## config.mk

```make
export PLATFORM = sky130hd
export DESIGN_NAME = pipeline_step_ctrl
export DESIGN_NICKNAME = d
export VERILOG_FILES = /design/src/rtl/pipeline_step_ctrl_pkg.sv /design/src/rtl/pipeline_step_ctrl_sat_counter.sv /design/src/rtl/pipeline_step_ctrl.sv
export SDC_FILE = /design/constraint.sdc
export NUM_CORES = 1
export LEC_CHECK = 0
export CORE_UTILIZATION = 25
export CTS_CLUSTER_SIZE = 14
export DETAILED_ROUTE_END_ITERATION = 12
export GPL_TIMING_DRIVEN = 0
export PLACE_DENSITY = 0.47
export SYNTH_ARGS = -nofsm -noshare
export SYNTH_HDL_FRONTEND = slang
export SYNTH_HIERARCHICAL = 1
export SYNTH_SLANG_ARGS = --single-unit
```

## constraint.sdc

```tcl
create_clock -name i_clock -period 4.6 [get_ports i_clock]
set_input_delay 0.69 -clock i_clock [delete_from_list [all_inputs] [get_ports i_clock]]
set_output_delay 0.69 -clock i_clock [all_outputs]
set_load 0.005 [all_outputs]
```

## src/rtl/pipeline_step_ctrl_pkg.sv

```systemverilog
// Shared constants for the pipeline execution controller and the debug unit
// that issues its commands.
package pipeline_step_ctrl_pkg;

  localparam logic [7:0] CMD_RUN   = 8'h01;
  localparam logic [7:0] CMD_STEP  = 8'h02;
  localparam logic [7:0] CMD_STOP  = 8'h03;
  localparam logic [7:0] CMD_CLEAR = 8'h04;

  localparam int DRAIN_CYCLES_DEFAULT = 4;

  localparam int         STATE_W    = 3;
  localparam logic [2:0] ENC_IDLE   = 3'd0;
  localparam logic [2:0] ENC_RUN    = 3'd1;
  localparam logic [2:0] ENC_STEP   = 3'd2;
  localparam logic [2:0] ENC_DRAIN  = 3'd3;
  localparam logic [2:0] ENC_HALTED = 3'd4;

  typedef enum logic [STATE_W-1:0] {
    S_IDLE   = ENC_IDLE,
    S_RUN    = ENC_RUN,
    S_STEP   = ENC_STEP,
    S_DRAIN  = ENC_DRAIN,
    S_HALTED = ENC_HALTED
  } state_e;

endpackage

```

## src/rtl/pipeline_step_ctrl_sat_counter.sv

```systemverilog
// Saturating up-counter with a synchronous clear that overrides the increment.
module sat_counter #(
  parameter int WIDTH = 32
) (
  input  logic             i_clock,
  input  logic             i_reset,
  input  logic             i_clear,
  input  logic             i_en,
  output logic [WIDTH-1:0] o_count
);

  logic [WIDTH-1:0] count_q, count_d;

  always_comb begin
    count_d = count_q;
    if (i_clear) begin
      count_d = '0;
    end else if (i_en && !(&count_q)) begin
      count_d = count_q + WIDTH'(1);
    end
  end

  always_ff @(posedge i_clock or posedge i_reset) begin
    if (i_reset) begin
      count_q <= '0;
    end else begin
      count_q <= count_d;
    end
  end

  assign o_count = count_q;

endmodule

```

## src/rtl/pipeline_step_ctrl.sv

```systemverilog
// Run/step/stop controller producing the shared pipeline-latch enable, with
// HALT drain sequencing and an enabled-cycle counter for the debug unit.
module pipeline_step_ctrl
  import pipeline_step_ctrl_pkg::*;
#(
  parameter int BUS_DATA     = 8,
  parameter int CYCLE_WIDTH  = 32,
  parameter int DRAIN_CYCLES = DRAIN_CYCLES_DEFAULT
) (
  input  logic                   i_clock,
  input  logic                   i_reset,
  input  logic [BUS_DATA-1:0]    i_cmd_data,
  input  logic                   i_cmd_valid,
  output logic                   o_cmd_ready,
  input  logic                   i_halt_detected,
  output logic                   o_enable,
  output logic                   o_halted,
  output logic                   o_busy,
  output logic [CYCLE_WIDTH-1:0] o_cycle_count
);

  localparam int DRAIN_W = (DRAIN_CYCLES > 0) ? $clog2(DRAIN_CYCLES + 1) : 1;

  state_e               state_q, state_d;
  logic [DRAIN_W-1:0]   drain_q, drain_d;

  logic cmd_accept;
  logic acc_run, acc_step, acc_stop, acc_clear;

  assign cmd_accept = i_cmd_valid & o_cmd_ready;
  assign acc_run    = cmd_accept & (i_cmd_data == BUS_DATA'(CMD_RUN));
  assign acc_step   = cmd_accept & (i_cmd_data == BUS_DATA'(CMD_STEP));
  assign acc_stop   = cmd_accept & (i_cmd_data == BUS_DATA'(CMD_STOP));
  assign acc_clear  = cmd_accept & (i_cmd_data == BUS_DATA'(CMD_CLEAR));

  always_ff @(posedge i_clock or posedge i_reset) begin
    if (i_reset) begin
      state_q <= S_IDLE;
      drain_q <= '0;
    end else begin
      state_q <= state_d;
      drain_q <= drain_d;
    end
  end

  // Halt outranks STOP in RUN: the STOP is consumed but the pipeline still drains.
  always_comb begin
    state_d = state_q;
    drain_d = drain_q;
    case (state_q)
      S_IDLE: begin
        if (acc_run) begin
          state_d = S_RUN;
        end else if (acc_step) begin
          state_d = S_STEP;
        end
      end
      S_RUN, S_STEP: begin
        if (i_halt_detected) begin
          state_d = (DRAIN_CYCLES > 0) ? S_DRAIN : S_HALTED;
          drain_d = DRAIN_W'(DRAIN_CYCLES);
        end else if (state_q == S_STEP || acc_stop) begin
          state_d = S_IDLE;
        end
      end
      S_DRAIN: begin
        if (drain_q <= DRAIN_W'(1)) begin
          state_d = S_HALTED;
          drain_d = '0;
        end else begin
          drain_d = drain_q - DRAIN_W'(1);
        end
      end
      S_HALTED: state_d = S_HALTED;
      default: begin
        state_d = S_IDLE;
        drain_d = '0;
      end
    endcase
  end

  always_comb begin
    o_enable    = 1'b0;
    o_cmd_ready = 1'b0;
    o_busy      = 1'b0;
    o_halted    = 1'b0;
    case (state_q)
      S_IDLE:   o_cmd_ready = 1'b1;
      S_RUN: begin
        o_enable    = 1'b1;
        o_cmd_ready = 1'b1;
        o_busy      = 1'b1;
      end
      S_STEP, S_DRAIN: begin
        o_enable = 1'b1;
        o_busy   = 1'b1;
      end
      S_HALTED: begin
        o_cmd_ready = 1'b1;
        o_halted    = 1'b1;
      end
      default: o_cmd_ready = 1'b0;
    endcase
  end

  sat_counter #(
    .WIDTH (CYCLE_WIDTH)
  ) u_cycle_counter (
    .i_clock (i_clock),
    .i_reset (i_reset),
    .i_clear (acc_clear),
    .i_en    (o_enable),
    .o_count (o_cycle_count)
  );

endmodule

```

==> impl_metrics.py <==
metrics = {
    "routing": {
        "dr.first_iter.drc_count": 92,
        "ant_nets": 0,
        "vias": 2187,
        "vias_per_cell": 4.85,
        "drc": 0,
        "drt-pass1-iter-count": 6,
        "wl_microns": 6210,
        "drt-wirelength-per-cell_microns": 13.8,
    },
    "worst_setup_path": {
        "arrival_ns": 3.01,
        "worstSetupStartpointType": "register",
        "endpoint_kind": "register",
        "critical_path_required_ns": 4.75,
        "timing_worst_setup_path_type": "register to register",
        "worst_r2r_path_depth": 8,
        "path_max_fanout": 10,
    },
    "floorplanning": {
        "placementRows": 35,
        "io_pins": 48,
        "die_h_microns": 99.7,
        "core-area_sq_mm": 0.00924,
        "initial_core_util_pct": 25.8,
        "fp.dieW_microns": 99.7,
        "die_area_sq_mm": 0.00994,
    },
    "synth": {
        "synth_area_per_cell_sq_um": 8.94,
        "syn_area_sq_mm": 0.00239,
        "synth_top_family_by_area": "simple AND/OR/NAND/NOR gates",
        "yosys.area.top_type": "dfrtp_1",
        "synth_flop_cell": "dfrtp_1",
        "synth_xor_area_share_pct": 4.04,
        "synth_fp_nets": 282,
        "async_reset_ff_share_pct": 100,
        "yosys.area_share.simple_pct": 29.8,
        "synth_edf_count": 0,
        "ys_seq_elements": 38,
        "yosysWarnings": 6,
        "syn_inst": 267,
        "synth_compound_area_share_pct": 16.2,
        "synthMuxAreaShare_pct": 3.20,
        "synth_area_leaders": "dfrtp_1 40%, nor2_1 5.0%, a21oi_1 3.6%",
        "synth_cell_types": 58,
        "synth_top_area_share_pct": 39.9,
        "yosysSeqAreaShare_pct": 39.9,
        "synthAdderAreaFrac_pct": 1.99,
    },
    "sta": {
        "worst_slack_ns": 1.74,
        "setup_violations": 0,
        "fin_crit_sh_pct": 62.2,
        "max_freq_mhz": 350,
        "slew_headroom_pct": 44.5,
        "hold_violations": 0,
        "clock_skew_ns": 0.0149,
        "fin_setup_tns_ns": 0,
        "tightestPinTransition_ns": 0.826,
        "slew_violations": 0,
        "rsz0062_at_grt": "false",
        "min_period_ns": 2.86,
    },
    "global_route": {
        "grt_pass1_wl_microns": 10400,
        "antenna_found_initial": 0,
        "grt_use_total_pct": 13.2,
        "grt_max_degree": 33,
        "grt_pass1_vias": 2121,
        "grt_overflow": 0,
    },
    "power": {
        "peakVddDrop_v": 0.000179,
        "power_frac_seq_pct": 35.2,
        "switching_share_pct": 37.4,
        "switching_power_mw": 0.602,
        "internal-power_mw": 1.01,
        "leakage_nw": 1.21,
        "clkPwrFrac_pct": 18.4,
        "p_per_area_mw_per_mm2": 509,
        "p_comb_share_pct": 46.4,
    },
    "cts": {
        "htreeDepth": 2,
        "clkSinkCount": 38,
        "cts_setup_buffers": 0,
        "cts_resized": 0,
        "clkLatencyLatePin_ns": 0.30,
        "cts_hold_buf": 0,
        "cts_buffer_depth": 2,
        "cts-buffers-inserted": 5,
        "clk_pin_slew_ns": 0.07,
        "cts-root-buf": "clkbuf_8",
        "cts_tree": "yes",
    },
    "final_layout": {
        "finalNetCount": 337,
        "area_growth_pct": 32.4,
        "layout-drive-gt1-share_pct": 11.2,
        "fillerInstances": 958,
        "diodes": 0,
    },
    "place": {
        "dp_hpwl_microns": 4560,
        "gp_congestion": 0.722,
        "dp_slack_ns": 1.57,
        "io_buffers": 47,
    },
    "hold_path": {
        "hold_path.class": "register to register",
        "hold_path_depth": 1,
    },
    "status": {
        "status": "finished clean",
    },
    "job": {
        "drv_cap": 0,
    },
}
## per-stage QoR
stage / total power, mW / instance area [sq um] / utilization (%) / cells / hold WS, ns
finish: 1.61 / 3160 / 34.2 / 451 / 0.529
global route: 1.74 / 3160 / 34.2 / 451 / 0.569
CTS: 1.63 / 3130 / 33.9 / 450 / 0.533
detailed placement: 1.33 / 3020 / 32.7 / 443 / 0.521
global placement: 1.32 / 3020 / 32.7 / 443 / 0.518
floorplan: 0.992 / 2390 / - / 267 / 0.481
## final cells by class
class                   count  area, sq um  share of cell area (%)
multi-input cells         204         1320                    41.7
flip-flops and latches     38          951                    30.1
repair buffers             48          498                    15.8
well taps                 129          161                    5.11
clock buffers               6         82.6                    2.61
plain buffers              13         72.6                    2.30
inverters                  12         45.0                    1.43
clock inverters             1         30.0                   0.951
## placed cells by master (no fill, tap or decap), types with 7 or more instances in the layout
cell	count
nor2_1	32
nand4_1	8
nand2_1	16
nand3_1	14
clkdlybuf4s50_1	47
a21oi_1	17
o21ai_0	11
dfrtp_1	38
inv_1	11
nor4_1	7
## flip-flops by register name (all words and copies together) (netlist names)
name	count
drain_q	3
state_q	3
u_cycle_counter/o_count	32
## power by group through the flow
stage | clock network (mW) | registers (mW) | logic [mW]
after global placement | 0 | 0.574 | 0.747
after floorplan | 0 | 0.552 | 0.440
after global routing | 0.315 | 0.596 | 0.829
final | 0.296 | 0.566 | 0.746
after CTS | 0.304 | 0.570 | 0.756
after detailed placement | 0 | 0.577 | 0.753
## synth_stat cells (all sizes together), types with 4 or more instances
library cell	instances
nand2	16
inv	12
o31ai	5
and3	5
dfrtp	38
xnor2	6
nor4	7
nand4	10
o21ai	12
xor2	5
nor3	7
buf	6
a21oi	18
nor2	32
nor2b	6
or3	12
mux2	5
nand3	14
clkbuf	7
a211oi	4
## critical path: stages, from the launching register on
cell      delay, ns
dfrtp_1        0.45
buf_2          0.25
nor2_1         0.08
nor2_1         0.22
clkbuf_1       0.44
nand3_1        0.39
a311oi_1       0.60
a31o_2         0.23
a21oi_1        0.05
## cell families (layout without fill, tap and decap cells)
kind of cell	Yosys count	in the layout
fa+ha+maj	4	4
flops	38	38
compound gates	55	55
mux	7	7
simple gates	127	127
xor+xnor	11	11
buf+inv	25	80
## layer usage
layer	part of all wire (%)	up-vias	wire (microns)	GRT usage, %
met5	0	-	0	0
met4	0.92	0	57	3.73
met3	3.9	9	244	2.88
met2	47	34	2910	21.5
met1	48	1058	3000	17.5
li1	-	1086	-	-
## worst paths after layout
check,startpoint,endpoint,slack (ns)
worst max-delay path,state_q[0],u_cycle_counter/o_count[12],1.74
worst min-delay path,drain_q[0],drain_q[0],0.53
worst max register to register,state_q[0],u_cycle_counter/o_count[12],1.74
worst min register to register,drain_q[0],drain_q[0],0.53
max in group asynchronous,i_reset,u_cycle_counter/o_count[18],3.42
min in group asynchronous,i_reset,drain_q[0],0.66
No activity file was read; power rests on OpenSTA's default activity.
